--- src/rtl/muldiv_unit.sv ---
// Iterative RV32M multiply/divide unit: radix-2^MUL_UNROLL shift-add multiplier,
// 1-bit/cycle restoring divider, flush kill and a DIV/REM result-reuse cache.
module muldiv_unit #(
  parameter int unsigned XLEN       = 32,
  parameter int unsigned MUL_UNROLL = 1,
  parameter int unsigned TAG_WIDTH  = 5
) (
  input  logic                 clk,
  input  logic                 rst,
  input  logic                 start_i,
  input  logic [2:0]           op_i,
  input  logic [XLEN-1:0]      operand_a_i,
  input  logic [XLEN-1:0]      operand_b_i,
  input  logic [TAG_WIDTH-1:0] tag_i,
  input  logic                 kill_i,
  output logic                 ready_o,
  output logic                 busy_o,
  output logic                 valid_o,
  output logic [XLEN-1:0]      result_o,
  output logic [TAG_WIDTH-1:0] tag_o
);

  localparam int unsigned CntW = $clog2(XLEN);

  typedef enum logic [2:0] {StIdle, StMul, StDiv, StFixup, StDone} state_e;

  state_e                 state_q, state_d;
  logic [CntW-1:0]        cnt_q, cnt_d;
  logic [2*XLEN-1:0]      acc_q, acc_d;
  logic [2:0]             op_q;
  logic [TAG_WIDTH-1:0]   tag_q, tag_out_q;
  logic                   neg_q, sign_a_q, store_q, valid_q;
  logic [XLEN-1:0]        a_q, b_q, a_abs_q, b_abs_q, result_q, result_d;
  logic                   cache_vld_q, cache_sgn_q;
  logic [XLEN-1:0]        cache_a_q, cache_b_q, cache_quot_q, cache_rem_q;

  // Accept-time decode
  logic            accept, is_div, sgn_a_op, sgn_b_op, sa, sb, div_zero, div_ovf, cache_hit;
  logic [XLEN-1:0] a_abs, b_abs;

  assign accept    = start_i & (state_q == StIdle) & ~kill_i;
  assign is_div    = op_i[2];
  assign sgn_a_op  = (op_i == 3'b001) | (op_i == 3'b010) | (is_div & ~op_i[0]);
  assign sgn_b_op  = (op_i == 3'b001) | (is_div & ~op_i[0]);
  assign sa        = sgn_a_op & operand_a_i[XLEN-1];
  assign sb        = sgn_b_op & operand_b_i[XLEN-1];
  assign a_abs     = sa ? -operand_a_i : operand_a_i;
  assign b_abs     = sb ? -operand_b_i : operand_b_i;
  assign div_zero  = is_div & (operand_b_i == '0);
  assign div_ovf   = is_div & ~op_i[0] & (operand_a_i == {1'b1, {(XLEN-1){1'b0}}})
                   & (operand_b_i == '1);
  assign cache_hit = is_div & cache_vld_q & (operand_a_i == cache_a_q)
                   & (operand_b_i == cache_b_q) & (~op_i[0] == cache_sgn_q);

  // Multiply step: low half of acc holds the remaining multiplier bits
  logic [XLEN+MUL_UNROLL-1:0] partial, mul_sum;
  logic [2*XLEN-1:0]          mul_next;

  always_comb begin
    partial = '0;
    for (int j = 0; j < int'(MUL_UNROLL); j++) begin
      if (acc_q[j]) partial = partial + ({{MUL_UNROLL{1'b0}}, a_abs_q} << j);
    end
    mul_sum  = partial + {{MUL_UNROLL{1'b0}}, acc_q[2*XLEN-1:XLEN]};
    mul_next = {mul_sum, acc_q[XLEN-1:MUL_UNROLL]};
  end

  // Restoring divide step: acc = {remainder, dividend/quotient}
  logic [XLEN:0]     div_trial;
  logic              qbit;
  logic [XLEN-1:0]   div_hi;
  logic [2*XLEN-1:0] div_next;

  assign div_trial = acc_q[2*XLEN-1:XLEN-1] - {1'b0, b_abs_q};
  assign qbit      = ~div_trial[XLEN];
  assign div_hi    = qbit ? div_trial[XLEN-1:0] : acc_q[2*XLEN-2:XLEN-1];
  assign div_next  = {div_hi, acc_q[XLEN-2:0], qbit};

  logic [2*XLEN-1:0] prod_fix;
  logic [XLEN-1:0]   quot_fix, rem_fix;

  assign prod_fix = neg_q ? -acc_q : acc_q;
  assign quot_fix = neg_q ? -acc_q[XLEN-1:0] : acc_q[XLEN-1:0];
  assign rem_fix  = sign_a_q ? -acc_q[2*XLEN-1:XLEN] : acc_q[2*XLEN-1:XLEN];

  always_comb begin
    state_d = state_q;
    cnt_d   = cnt_q;
    acc_d   = acc_q;
    case (state_q)
      StIdle: begin
        if (accept) begin
          state_d = StDone;
          if (div_zero) begin
            acc_d = {operand_a_i, {XLEN{1'b1}}};
          end else if (div_ovf) begin
            acc_d = {{XLEN{1'b0}}, operand_a_i};
          end else if (cache_hit) begin
            acc_d = {cache_rem_q, cache_quot_q};
          end else if (is_div) begin
            state_d = StDiv;
            cnt_d   = CntW'(XLEN - 1);
            acc_d   = {{XLEN{1'b0}}, a_abs};
          end else begin
            state_d = StMul;
            cnt_d   = CntW'(XLEN / MUL_UNROLL - 1);
            acc_d   = {{XLEN{1'b0}}, b_abs};
          end
        end
      end
      StMul, StDiv: begin
        acc_d = (state_q == StMul) ? mul_next : div_next;
        if (cnt_q == '0) state_d = StFixup;
        else             cnt_d   = cnt_q - CntW'(1);
      end
      StFixup: begin
        acc_d   = op_q[2] ? {rem_fix, quot_fix} : prod_fix;
        state_d = StDone;
      end
      StDone:  state_d = StIdle;
      default: state_d = StIdle;
    endcase
    if (kill_i) state_d = StIdle;
  end

  always_comb begin
    result_d = result_q;
    case (op_q)
      3'b000, 3'b100, 3'b101: result_d = acc_q[XLEN-1:0];
      default:                result_d = acc_q[2*XLEN-1:XLEN];
    endcase
  end

  logic done_fire;
  assign done_fire = (state_q == StDone) & ~kill_i;

  always_ff @(posedge clk) begin
    if (rst) begin
      state_q      <= StIdle;
      cnt_q        <= '0;
      acc_q        <= '0;
      op_q         <= '0;
      tag_q        <= '0;
      neg_q        <= 1'b0;
      sign_a_q     <= 1'b0;
      store_q      <= 1'b0;
      a_q          <= '0;
      b_q          <= '0;
      a_abs_q      <= '0;
      b_abs_q      <= '0;
      valid_q      <= 1'b0;
      result_q     <= '0;
      tag_out_q    <= '0;
      cache_vld_q  <= 1'b0;
      cache_sgn_q  <= 1'b0;
      cache_a_q    <= '0;
      cache_b_q    <= '0;
      cache_quot_q <= '0;
      cache_rem_q  <= '0;
    end else begin
      state_q <= state_d;
      cnt_q   <= cnt_d;
      acc_q   <= acc_d;
      valid_q <= done_fire;
      if (accept) begin
        op_q     <= op_i;
        tag_q    <= tag_i;
        neg_q    <= sa ^ sb;
        sign_a_q <= sa;
        a_q      <= operand_a_i;
        b_q      <= operand_b_i;
        a_abs_q  <= a_abs;
        b_abs_q  <= b_abs;
        store_q  <= is_div & ~div_zero & ~div_ovf & ~cache_hit;
      end
      if (done_fire) begin
        result_q  <= result_d;
        tag_out_q <= tag_q;
        if (store_q) begin
          cache_vld_q  <= 1'b1;
          cache_sgn_q  <= ~op_q[0];
          cache_a_q    <= a_q;
          cache_b_q    <= b_q;
          cache_quot_q <= acc_q[XLEN-1:0];
          cache_rem_q  <= acc_q[2*XLEN-1:XLEN];
        end
      end
    end
  end

  assign ready_o  = (state_q == StIdle);
  assign busy_o   = (state_q != StIdle);
  assign valid_o  = valid_q;
  assign result_o = result_q;
  assign tag_o    = tag_out_q;

endmodule

--- config.mk ---
export PLATFORM = sky130hd
export DESIGN_NAME = muldiv_unit
export DESIGN_NICKNAME = d
export VERILOG_FILES = /design/src/rtl/muldiv_unit.sv
export SDC_FILE = /design/constraint.sdc
export NUM_CORES = 1
export LEC_CHECK = 0
export ABC_CLOCK_PERIOD_IN_PS = 5300
export BUFFER_PORTS_ARGS = -buffer_cell sky130_fd_sc_hd__buf_2
export CORE_AREA = 2 2 238 240
export CTS_CLUSTER_DIAMETER = 150
export CTS_CLUSTER_SIZE = 28
export DETAILED_ROUTE_END_ITERATION = 6
export DIE_AREA = 0 0 240 242
export HOLD_SLACK_MARGIN = 0.05
export SLEW_MARGIN = 40
export SYNTH_ARGS = -nofsm -noshare
export SYNTH_HDL_FRONTEND = slang
export SYNTH_SLANG_ARGS = --single-unit
--- constraint.sdc ---
create_clock -name clk -period 5.3 [get_ports clk]
set_clock_uncertainty 0.2 [all_clocks]
set_input_delay 1.06 -clock clk [delete_from_list [all_inputs] [get_ports clk]]
set_output_delay 1.06 -clock clk [all_outputs]
set_load 0.1 [all_outputs]
# After elaboration in Yosys (flattened, before gate mapping)

Index checks and enable logic that the tools add are counted.

Output and inout port bits: 40
Bits of input ports: 76
Register bits: 379
Logic and storage cells: 123

Bitwise operators: 27
Eq/ne operators: 22
Add/subtract/negate cells: 8
Muxes and demuxes: 29
Reductions and logical operators: 15

Operators by type and width:

| cell                 | number |
|---|---|
| $mux 64              | 7 |
| $mux 32              | 8 |
| $pmux 64 s3          | 1 |
| $neg 32->32          | 4 |
| $eq 32x32->1         | 2 |
| $eq 32x32->1 const B | 2 |
| $neg 64->64          | 1 |
| $add 32x32->33       | 1 |
| $sub 33x32->33       | 1 |
| $logic_not 32->1     | 1 |
| $mux 5               | 5 |
| $and 1x1->1          | 16 |
| $mux 3               | 5 |
| $ne 2x2->1 const B   | 6 |
| $pmux 5 s2           | 1 |
| $eq 3x2->1 const B   | 3 |
| $eq 3x3->1 const B   | 3 |
| $pmux 3 s3           | 1 |
| $not 1->1            | 7 |
| $eq 3x1->1 const B   | 2 |
| $logic_not 3->1      | 2 |
| $ne 3x3->1 const B   | 2 |
| $reduce_and 6->1     | 1 |
| $reduce_bool 3->1    | 2 |
| 13 further kinds     | 17 |

# Depth between registers and ports, before layout

Gate-level depths: netlist of the first run.

Depth after elaboration: 11
Depth in mapped cells: 16
Gate-level depth less buffers: 13

# Least setup slack after synthesis of the first run

OpenSTA, ideal clock, no wires.

Path kind: input-to-reg
From: in operand_a_i[1]
To: reg acc_q[60]
Buffers on the path: 3
Library setup time: 133 ps
Arrival time: 3963 ps
Required time: 4967 ps
Path slack: 1003 ps
Cell stages on the path: 14
Cell sequence: clkbuf_1 > inv_1 > ha_1 > or4b_4 > or4_4 > or3_1 > buf_6 > nor2_4 > nor2_2 > and3_1 > buf_2 > a221o_1 > a221oi_2 > a211oi_1

Longest elaborated chain between the ends: 9
Elaborated cells on any way between the ends: 12
Classes of those cells: eq/ne: 2; mux: 5; bitwise: 5

RTL lines:

| item                      | RTL line | source |
|---|---|---|
| from (decl)               | 12       | `input logic [XLEN-1:0] operand_a_i,` |
| $eq 32x32->1              | 52       | `assign cache_hit = is_div & cache_vld_q & (operand_a_i == cache_a_q)` |
| $and 1x1->1               | 52       |  |
| $and 1x1->1 (2 in series) | 53       | `& (operand_b_i == cache_b_q) & (~op_i[0] == cache_sgn_q);` |
| $mux 64                   | 98       | `end else if (cache_hit) begin` |
| $mux 64 *                 | 96       | `end else if (div_ovf) begin` |
| $mux 64 *                 | 94       | `if (div_zero) begin` |
| $mux 64 *                 | 92       | `if (accept) begin` |
| $pmux 64 s3 *             | 90       | `case (state_q)` |
| to (signal assigned)      | 141      | `acc_q <= '0;` |
| to (signal assigned)      | 163      | `acc_q <= acc_d;` |
| to (decl)                 | 29       | `logic [2*XLEN-1:0] acc_q, acc_d;` |

Mark *: on every way between the ends. The rest lies on a longest branch, timed or not. The select of a mux whose other input is x is not followed.
A chain may end at the register's enable or synchronous reset.

# Final worst setup path of the first run

From: reg acc_q[31]
To: reg acc_q[45]

Longest elaborated chain between the ends: 4
Elaborated cells on any way between the ends: 7
Classes of those cells: add/sub: 2; mux: 5

RTL lines:

| item                                          | RTL line |
|---|---|
| $neg 64->64 or $sub 33x32->33 (tied branches) | 82, 74 |
| $mux 64 or $mux 32 (tied branches)            | 82, 76 |
| $mux 64, on equally long branches             | 117, 112 |
| $pmux 64 s3 *                                 | 90 |

Marks and branches as above.

==> results, run 1 <==
- The flow ran to the end, and the final reports show no timing, DRC or antenna violations.
- The type of the setup path with the least slack is reg -> reg.
- Of all flip-flops after synthesis, the portion carrying an async set or reset was 0.
- The number of enable-type register cells in the synthesized netlist is 0.
- The fmax is 211 MHz.
- The pre-antenna-repair detailed-routing pass consisted of 5 iterations.
- The final count of pins violating max slew is 0.
- The total die area is 0.0581 sq mm.
- The number of global-route vias before repair came to 21,900.
- The number of storage elements in the synthesis netlist is 377.
- In the global route stage, overall resource usage came out at 0.327.
- The clock passes through at most 3 buffers.
- At the pin with the least slew margin, the transition time is 0.876 ns.
- The die width is 240 microns.
- The number of distinct library cell variants in the gate-level netlist after synthesis is 83.
- Summed over all nets, the half-perimeter wirelength after detailed placement is 71,100 microns.
- The largest net degree at the start of global routing is 116.
- The port buffer count is 115.
- Hold timing on the final database bottoms out at a slack of 0.258 ns.
- The min-delay analysis places its worst path in the category reg -> reg.
- The first-pass GRT wire length is 144,000 microns.
- The final critical-path setup slack is 0.567 ns.
- The clock latency on the worst-skew pair is 0.59 ns.
- The kind of end point of the critical path is a flip-flop.
- The quantity of gates resized following cts is 0.
- Hold repair after CTS inserted 0 buffers.
- The highest fanout seen on the critical path is 48.
- The shortest clock period the worst path allows after layout is 4.73 ns.
- The number of nets in the synthesized netlist is 3,329.
- Dividing the final minimum period by the clock period gives 0.893.
- The worst max-slew margin expressed relative to the limit is 0.416.
- The fraction of the yosys area taken by sequential cells is 0.320.
- Leaving out fill and tap cells, the most frequent cell in the layout is nand2_1.
- Summed over all failing endpoints, the final setup total negative slack is 0 ns.
- The critical path data arrival time is 5.02 ns.
- Of the cells placed in the final design, the portion with a size suffix greater than 1 is 0.0950.
- Using the TritonRoute via totals, the vias-per-cell ratio works out to 6.06.
- The design area is 0.0254 sq mm.
- Summing all placed instances gives a cell area of 0.0249 sq mm.
- The final layout net count is 3,275.
- The hold violation total from the final report came to 0.
- The total I/O pin count is 116.
- TritonCTS built the clock tree.
- The congestion estimate from routability-driven global placement came to 0.950.
- The total setup buffers inserted after CTS is 0.
- Setup repair after global routing left no endpoint under its margin.
- Summed over all layers, the global routing overflow is 0.
- VDD sags by at most 0.211 mV.
- The initial antenna violation count is 5.
- The die outline height is 242 microns.
- The leakage component of the power is 0.00945 uW.
- During synthesis, Yosys emitted a total of 0 warnings.
- The area added between synthesis and finish is 7.70%.
- Setup violations remaining at the end of the flow were counted as 0.
- The utilization after layout is 0.456.
- The category of the worst setup path launch point is a flip-flop.
- For this block, the initial DRC count from the detailed router was 2,392.
- CTS built an H-tree with a depth of 1.
- The clock transition at the register clock pins on the worst setup and hold paths after CTS is 0.13 ns.
- For this design the ratio of total power to cell area is 264 mW/mm^2.
- For this configuration, the core starts out at a cell density of 0.424.
- The count of nets left with antenna violations after detail routing is 0.
- Fill cells in the final layout number 5,683.
- Max-cap violations in this run came to 0.
- Averaged over all synthesized cells, the footprint is 7.43 sq um.
- Data on the critical path is required at its endpoint by 5.59 ns.
- The DRC violation count after routing is 0.
- The clock tree root buffer cell is clkbuf_16.
- Counting every sink on the clock net gives 377.
- The number of buffers created by CTS is 17.
- Synthesis produced 3,180 cells.
- The overall routed net length is 97,100 microns.
- Row generation in the floorplan step produced 87 rows.
- The core box area is 0.0557 sq mm.
- The cell area that synthesis handed to floorplanning was 0.0236 sq mm.
- Leaving out fill and tap cells, the most frequent cells in the layout are 562 x nand2_1, 376 x dfxtp_1, 363 x a21oi_1.
- Detailed routing inserted a total of 23,500 vias.
- The post-placement worst setup slack is 0.600 ns.
- After detailed routing, the average wire length per cell comes to 25.0 microns.
- The leading register cell type out of synthesis is dfxtp_1.
logic make-up (layout without fill, tap and decap cells):
logic type,Yosys count,count (layout),share of synthesized area
buffers and inverters,365,311,0.0597
DFF,377,377,0.320
xor gates and xnor gates,191,191,0.0708
adders and majority gates,73,73,0.0393
muxes,110,110,0.0476
other,0,3,0
AOI/OAI and AO/OA,873,873,0.236
and+or+nand+nor,1191,1191,0.227
critical path, stage by stage, from the launching register on:
cell	delay [ns]
dfxtp_1	0.46
inv_1	0.22
ha_1	0.30
fa_1	0.38
nor2b_1	0.20
o2111ai_1	0.26
a2111oi_1	0.44
buf_4	0.21
o21ai_0	0.12
a211o_1	0.34
and3_1	0.19
nor3_2	0.24
buf_12	0.31
mux2_2	0.38
a221oi_1	0.29
a211oi_1	0.08
flip-flops by register name (all words and copies together), names as in the netlist, 3 cells and up:
| signal | flops |
|---|---|
| tag_o | 5 |
| b_abs_q | 31 |
| result_o | 32 |
| cache_quot_q | 32 |
| a_abs_q | 31 |
| cache_b_q | 32 |
| cache_rem_q | 32 |
| b_q | 32 |
| state_q | 3 |
| cache_a_q | 32 |
| cnt_q | 5 |
| a_q | 32 |
| acc_q | 64 |
| tag_q | 5 |
| op_q | 3 |
layer usage:
layer,vias to the layer above,global-route usage,routed length [microns]
li1,11000,-,-
met2,1089,0.501,42400
met1,11200,0.445,41000
met4,2,0.164,5610
met5,-,0,11
met3,227,0.0525,8080
Yosys cell counts, drive strengths merged, types with 19 or more instances:
cell type  number  share of area
inv            87          0.014
dfxtp         377           0.32
nor3           74          0.016
mux2i          91          0.039
a21oi         365          0.077
buf            30         0.0063
nand2b         29         0.0077
o21ai         108          0.023
and2           60          0.016
nand2         563          0.089
nor2          263          0.042
xor2           83          0.031
a31oi          25         0.0066
a21o           28         0.0089
nand4          20         0.0053
clkbuf        248          0.040
nor4           34         0.0093
xnor2         108          0.040
nand3          35         0.0074
ha             71          0.038
a211oi        141          0.045
mux2           19         0.0091
nor2b          31         0.0082
cell type report:
type	instances	area [sq um]	share of cell area
Antenna cell	3	7.51	0.000295
Clock buffer	17	425	0.0167
Clock inverter	2	25.0	0.000984
Inverter	87	327	0.0128
Multi-Input combinational cell	2438	14700	0.580
Sequential cell	377	7550	0.297
Tap cell	756	946	0.0372
Timing Repair Buffer	205	1410	0.0554
metrics by stage:
step                      total power, uW  instances
after detailed placement             5120       3861
after global placement               5090       3859
after CTS                            6710       3880
final                                6730       3885
after global routing                 7000       3882
after floorplan                      4420       3180
worst paths after layout:
path,start,to,slack (ns),depth (start not counted)
min,a_q[19],cache_a_q[19],0.26,2
min reg2reg,a_q[19],cache_a_q[19],0.26,2
max reg2reg,acc_q[31],acc_q[45],0.57,15
max,acc_q[31],acc_q[45],0.57,15
power breakdown:
part / internal (uW) / leakage, uW / total, uW / switching [uW]
clock: 597 / 0.000221 / 1620 / 1020
sequential: 2950 / 0.00307 / 3120 / 177
combinational: 715 / 0.00616 / 1980 / 1270
total: 4260 / 0.00945 / 6730 / 2470
Note: power is estimated with default switching activity, not from simulation.
==> run 2: changes to the inputs <==
- BUFFER_PORTS_ARGS: -buffer_cell sky130_fd_sc_hd__buf_2 -> -buffer_cell sky130_fd_sc_hd__buf_4
- CTS_CLUSTER_SIZE: 28 -> 25
==> results, run 2 (synthesis gave the netlist of run 1 again) <==
- The starting DRC count in detailed routing was 2,509 (was 2,392).
- The first-pass GRT wire length is 142,000 microns (was 144,000 microns).
- The combined global-route utilization of all metal layers came to 0.323 (was 0.327).
- The total power density per cell area is 264 mW/mm^2 (about the same).
- The clock tree root buffer cell was clkbuf_16 (unchanged).
- The switching power is 2450 uW (was 2470 uW).
- The largest register by flop count was acc_q (unchanged).
- The layout cell share with drive strength beyond 1 is 0.0953 (was 0.0950).
- The final count of negative-setup-slack endpoints is 0 (unchanged).
- The worst-path cell with the longest stage delay is dfxtp_1 (unchanged).
- The final instance count without filler cells is 3,883 (was 3,885).
- The clock transition at the register clock pins on the worst setup and hold paths after CTS is 0.12 ns (was 0.13 ns).
- The clock share of power was 0.248 (was 0.241).
- The count of nets left with antenna violations after detail routing is 0 (unchanged).
- The global placement routability congestion is 0.943 (was 0.950).
- The worst max-slew margin expressed relative to the limit is 0.446 (was 0.416).
- The leakage component of the power is 0.00955 uW (was 0.00945 uW).
- The quantity of gates resized following cts is 0 (unchanged).
- The data required time at the worst endpoint was 5.54 ns (was 5.59 ns).
- The endpoint of the worst register-to-register path is acc_q[35] (was acc_q[45]).
- The initial antenna violation count is 2 (was 5).
- The filler cell count in the final layout is 5,749 (was 5,683).
- The total die area was 0.0581 sq mm (unchanged).
- The highest fanout seen on the critical path came to 48 (unchanged).
- The clock latency on the worst-skew pair is 0.57 ns (was 0.59 ns).
- The post-placement worst setup slack is 0.583 ns (was 0.600 ns).
- The category of the worst setup path launch point is a flip-flop (unchanged).
- The type of the setup path with the least slack was reg -> reg (unchanged).
- The final-layout setup total negative slack is 0 ns (unchanged).
- The post-DP HPWL is 70,200 microns (was 71,100 microns).
- The delay of the slowest cell on the worst path was 0.67 ns (was 0.46 ns).
- The number of clock sinks came to 377 (unchanged).
- The area added between synthesis and finish is 9.15% (was 7.70%).
- The largest net degree at the start of global routing was 121 (was 116).
- The number of global-route vias before repair is 22,000 (was 21,900).
- The number of flip-flops under the largest register name is 64 (unchanged).
- The hold buffer count at CTS is 0 (unchanged).
- Outcome: completed (unchanged).
- The utilization after layout is 0.462 (was 0.456).
- The H-tree depth is 1 (unchanged).
- The combinational fraction of design power was 0.295 (about the same).
- The core box area is 0.0557 sq mm (unchanged).
- The via count is 23,600 (was 23,500).
- The maximum resistive drop on vdd was 0.222 mV (was 0.211 mV).
- The placement row count is 87 (unchanged).
- The measured slew at the worst slew-check pin was 0.831 ns (was 0.876 ns).
- The total setup buffers inserted after CTS is 0 (unchanged).
- The fmax is 208 MHz (was 211 MHz).
- The largest buffer count on any clock path is 3 (unchanged).
- The register-to-register path setup slack is 0.49 ns (was 0.57 ns).
- The DRC violation count after routing was 0 (unchanged).
- The detailed-router iteration count before antenna repair is 6 (was 5).
- The die width is 240 microns (unchanged).
- The shortest clock period the worst path allows after layout is 4.81 ns (was 4.73 ns).
- The power share of the sequential group is 0.457 (was 0.464).
- The share of the clock period used by the worst path is 0.908 (was 0.893).
- The critical path data arrival time came to 5.05 ns (was 5.02 ns).
- The overall power is 6790 uW (was 6730 uW).
- The global-route congestion overflow total is 0 (unchanged).
- The final layout net count is 3,277 (was 3,275).
- The die outline height is 242 microns (unchanged).
- Setup repair after global routing missed its margin: false (unchanged).
- The depth of the most critical reg-to-reg path was 14 (was 15).
- The total I/O pin count is 116 (unchanged).
- The number of max-capacitance violations reported is 0 (unchanged).
- The switching portion of total power is 0.361 (was 0.367).
- The worst hold path depth is 2 (unchanged).
- The leading cell type in the layout, fill and taps excluded is nand2_1 (unchanged).
- The post-placement cell count is 3,862 (was 3,861).
- The CTS tree is done (unchanged).
- The final count of pins violating max slew was 0 (unchanged).
- The source of the worst hold timing path is a_q[9] (was a_q[19]).
- The worst flop-to-flop path startpoint is acc_q[32] (was acc_q[31]).
- The hold path endpoint was cache_a_q[9] (was cache_a_q[19]).
- The hold violation total from the final report is 0 (unchanged).
- The starting density of the core was 0.424 (unchanged).
- The most numerous cell type found on the critical path is o21ai_0.
- The internal cell power is 4340 uW (was 4260 uW).
- The kind of end point of the critical path is a flip-flop (unchanged).
- The port buffer count is 115 (unchanged).
- The overall routed net length was 95,900 microns (was 97,100 microns).
- Most frequent cells in the layout: 562 x nand2_1, 376 x dfxtp_1, 363 x a21oi_1 (unchanged).
- The average wire length per cell after detail routing came to 24.7 microns (was 25.0 microns).
- The antenna diode count is 0 (was 3).
- Cells traversed along the worst timing path: inv_1 > fa_1 > nor2b_1 > o2111ai_1 > a2111oi_1 > buf_4 > o21ai_0 > a211o_1 > and3_1 > nor3_2 > buf_12 > mux2_2 > o21ai_0 > o32ai_1 (was inv_1 > ha_1 > fa_1 > nor2b_1 > o2111ai_1 > a2111oi_1 > buf_4 > o21ai_0 > a211o_1 > and3_1 > nor3_2 > buf_12 > mux2_2 > a221oi_1 > a211oi_1).
- The number of buffers created by CTS is 19 (was 17).
- The final critical-path setup slack is 0.489 ns (was 0.567 ns).
- The number of vias per cell after detailed routing is 6.07 (was 6.06).
- The worst min-delay path class is reg -> reg (unchanged).
==> run 2: how the worst max path moves through the flow <==
stage                         startpoint   endpoint  slack [ns]  cells past startpoint
after CTS                      acc_q[32]  acc_q[45]        0.53                     14
after global placement    operand_a_i[0]  acc_q[30]        0.50                     13
after detailed placement       acc_q[32]  acc_q[35]        0.58                     14
after floorplan           operand_a_i[1]  acc_q[60]        1.00                     14
final                          acc_q[32]  acc_q[35]        0.49                     14
after global routing           acc_q[32]  acc_q[35]        0.27                     14
==> run 2: layer usage <==
metal	share of wire	track usage
met5	0.00013	0
met3	0.082	0.0548
met2	0.44	0.498
met4	0.055	0.153
met1	0.42	0.437
==> run 2: power groups by stage <==
stage                     logic, uW  clock network (uW)  registers, uW
after CTS                      1970                1720           3100
after floorplan                1340                   0           3070
after global placement         1930                   0           3160
after global routing           2150                1800           3120
final                          2000                1680           3100
after detailed placement       1960                   0           3170
==> run 2: stage by stage <==
stage | cell area [sq um] | hold slack [ns]
after floorplan | 23600 | 0.232
after global placement | 25100 | 0.236
after detailed placement | 25200 | 0.243
after CTS | 25700 | 0.250
after global routing | 25800 | 0.267
final | 25800 | 0.247
==> run 2: cell type report <==
| class | count | area, sq um | share of cell area |
|---|---|---|---|
| timing repair buffer | 205 | 1690 | 0.0657 |
| clock buffer | 19 | 475 | 0.0184 |
| clock inverter | 1 | 30.0 | 0.00117 |
| multi-input combinational | 2438 | 14800 | 0.572 |
| inverter | 87 | 327 | 0.0127 |
| tap | 756 | 946 | 0.0367 |
| sequential | 377 | 7550 | 0.293 |
==> run 2: critical path: cells and delay by family (launching register included) <==
kind                     cells  cell delay [ns]
flip-flops                   1             0.67
AO/OA/AOI/OAI                6             1.51
adder cells (fa/ha/maj)      1             0.49
AND/OR/NAND/NOR              3             0.63
multiplexers                 1             0.37
buffers and inverters        3             0.76
==> run 3: changes to the inputs <==
- REMOVE_ABC_BUFFERS: default -> 1
==> results, run 3 (synthesis gave the netlist of run 1 again) <==
- The worst flop-to-flop path startpoint is acc_q[31] (was acc_q[32]).
- The fmax came to 213 MHz (was 208 MHz).
- The final-layout setup total negative slack is 0 ns (unchanged).
- The delay of the slowest cell on the worst path came to 0.46 ns (was 0.67 ns).
- The total die area came to 0.0581 sq mm (unchanged).
- Most frequent cells in the layout: 562 x nand2_1, 377 x dfxtp_1, 363 x a21oi_1 (was 562 x nand2_1, 376 x dfxtp_1, 363 x a21oi_1).
- The standard cell area after detailed placement was 0.0250 sq mm (was 0.0252 sq mm).
- The quantity of gates resized following cts is 0 (unchanged).
- Cells traversed along the worst timing path: inv_1 > ha_1 > fa_1 > nor2b_1 > o2111ai_1 > a2111oi_1 > buf_4 > o21ai_0 > a211o_1 > and3_1 > nor3_2 > buf_12 > mux2_2 > a221oi_1 > a211oi_1 (was inv_1 > fa_1 > nor2b_1 > o2111ai_1 > a2111oi_1 > buf_4 > o21ai_0 > a211o_1 > and3_1 > nor3_2 > buf_12 > mux2_2 > o21ai_0 > o32ai_1).
- The largest register by flop count is acc_q (unchanged).
- The worst-path cell with the longest stage delay is dfxtp_1 (unchanged).
- The hold violation total from the final report came to 0 (unchanged).
- The final count of pins violating max slew is 0 (unchanged).
- The die outline height is 242 microns (unchanged).
- The type of the setup path with the least slack was reg -> reg (unchanged).
- The layout cell share with drive strength beyond 1 came to 0.0883 (was 0.0953).
- The global placement routability congestion was 0.933 (was 0.943).
- The number of vias per cell after detailed routing is 6.04 (was 6.07).
- The maximum resistive drop on vdd is 0.236 mV (was 0.222 mV).
- The critical path data arrival time is 4.92 ns (was 5.05 ns).
- The combined buffer and inverter count along the critical path is 3 (unchanged).
- The source of the worst hold timing path is a_q[27] (was a_q[9]).
- The starting DRC count in detailed routing is 2,260 (was 2,509).
- The area occupied by multi-input gates was 0.0148 sq mm (about the same).
- The DRC violation count after routing is 0 (unchanged).
- The start point of the critical path is acc_q[31] (was acc_q[32]).
- The filler cell count in the final layout is 5,728 (was 5,749).
- Outcome: completed (unchanged).
- Setup repair after global routing missed its margin: false (unchanged).
- The total power density per cell area is 264 mW/mm^2 (about the same).
- The largest net degree at the start of global routing is 195 (was 121).
- The utilization after layout was 0.459 (was 0.462).
- The worst min-delay path class is reg -> reg (unchanged).
- The clock latency on the worst-skew pair was 0.57 ns (about the same).
- The placement row count is 87 (unchanged).
- The CTS tree is done (unchanged).
- The largest delay contributor family on the critical path is compound AO/OA/AOI/OAI gates (unchanged).
- The antenna diode count is 0 (unchanged).
- The detailed-router iteration count before antenna repair is 6 (unchanged).
- The clock tree root buffer cell was clkbuf_16 (unchanged).
- The final count of negative-setup-slack endpoints is 0 (unchanged).
- The combined global-route utilization of all metal layers came to 0.307 (was 0.323).
- The leakage component of the power is 0.00939 uW (was 0.00955 uW).
- The final layout net count is 3,251 (was 3,277).
- The worst max-slew margin expressed relative to the limit came to 0.336 (was 0.446).
- The global-route congestion overflow total was 0 (unchanged).
- The H-tree depth was 1 (unchanged).
- The core box area is 0.0557 sq mm (unchanged).
- The clock transition at the register clock pins on the worst setup and hold paths after CTS came to 0.12 ns (about the same).
- The depth of the most critical reg-to-reg path is 15 (was 14).
- The area taken by flip-flops and latches is 0.00755 sq mm (about the same).
- The initial antenna violation count is 1 (was 2).
- The port buffer count is 115 (unchanged).
- The overall power came to 6760 uW (was 6790 uW).
- The design area is 0.0256 sq mm (was 0.0258 sq mm).
- The area added between synthesis and finish came to 8.32% (was 9.15%).
- The highest fanout seen on the critical path was 30 (was 48).
- The post-DP HPWL is 66,100 microns (was 70,200 microns).
- The endpoint of the worst register-to-register path is acc_q[45] (was acc_q[35]).
- The leading cell type in the layout, fill and taps excluded is nand2_1 (unchanged).
- The die width is 240 microns (unchanged).
- The largest buffer count on any clock path was 3 (unchanged).
- The number of buffers created by CTS came to 19 (unchanged).
- The number of clock sinks is 377 (unchanged).
- The number of max-capacitance violations reported is 0 (unchanged).
- The starting density of the core was 0.424 (unchanged).
- The register-to-register path setup slack is 0.60 ns (was 0.49 ns).
- The average wire length per cell after detail routing is 23.8 microns (was 24.7 microns).
- The hold buffer count at CTS is 0 (unchanged).
- The shortest clock period the worst path allows after layout came to 4.70 ns (was 4.81 ns).
- The share of the clock period used by the worst path is 0.886 (was 0.908).
- The total setup buffers inserted after CTS came to 0 (unchanged).
- The post-placement worst setup slack was 0.523 ns (was 0.583 ns).
- The end point of the critical path is acc_q[45] (was acc_q[35]).
- The cell depth of the worst setup path is 15 (was 14).
- The final critical-path setup slack came to 0.605 ns (was 0.489 ns).
- The overall routed net length came to 91,900 microns (was 95,900 microns).
- The via count is 23,300 (was 23,600).
- The data required time at the worst endpoint is 5.53 ns (was 5.54 ns).
- The count of nets left with antenna violations after detail routing is 0 (unchanged).
- The kind of end point of the critical path is a flip-flop (unchanged).
- The total I/O pin count is 116 (unchanged).
- The category of the worst setup path launch point is a flip-flop (unchanged).
- The measured slew at the worst slew-check pin was 0.994 ns (was 0.831 ns).
- The first-pass GRT wire length is 137,000 microns (was 142,000 microns).
- The number of global-route vias before repair is 21,800 (was 22,000).
- The number of flip-flops under the largest register name was 64 (unchanged).
-- run 3: tightest hold or removal path, delay by kind of cell (launching register included) --
kind	cells	cell delay, ns
AOI/OAI and AO/OA	1	0.05
DFF	1	0.32
and+or+nand+nor	1	0.05
-- run 3: final cells by class --
cell class / instances / share of cell area
multi-input combinational: 2438 / 0.577
sequential: 377 / 0.295
timing repair buffer: 179 / 0.0576
tap: 756 / 0.0370
clock buffer: 20 / 0.0187
inverter: 87 / 0.0128
clock inverter: 3 / 0.00142
-- run 3: stage by stage --
stage / hold slack [ns] / instances
2_1_floorplan: 0.226 / 2902
3_3_place_gp: 0.236 / 3834
3_5_place_dp: 0.243 / 3835
4_1_cts: 0.240 / 3858
5_1_grt: 0.265 / 3860
6_report: 0.241 / 3860
-- run 3: how the worst min path moves through the flow --
stage,to,slack (ns),depth (start not counted)
2_1_floorplan,a_abs_q[20],0.23,2
3_5_place_dp,cache_b_q[1],0.24,2
6_report,cache_a_q[27],0.24,2
3_3_place_gp,cache_a_q[11],0.24,2
4_1_cts,cache_b_q[29],0.24,2
5_1_grt,cache_b_q[29],0.27,2
-- run 3: per-layer routing --
metal,global-route usage,wire length (microns)
met1,0.424,39500
met3,0.0611,8420
met4,0.0915,2970
met5,0,0
met2,0.483,41000
-- run 3: power breakdown --
group / switching (uW) / internal (uW) / leakage (uW)
combinational: 1200 / 732 / 0.00607
clock: 1030 / 667 / 0.000253
sequential: 187 / 2950 / 0.00307
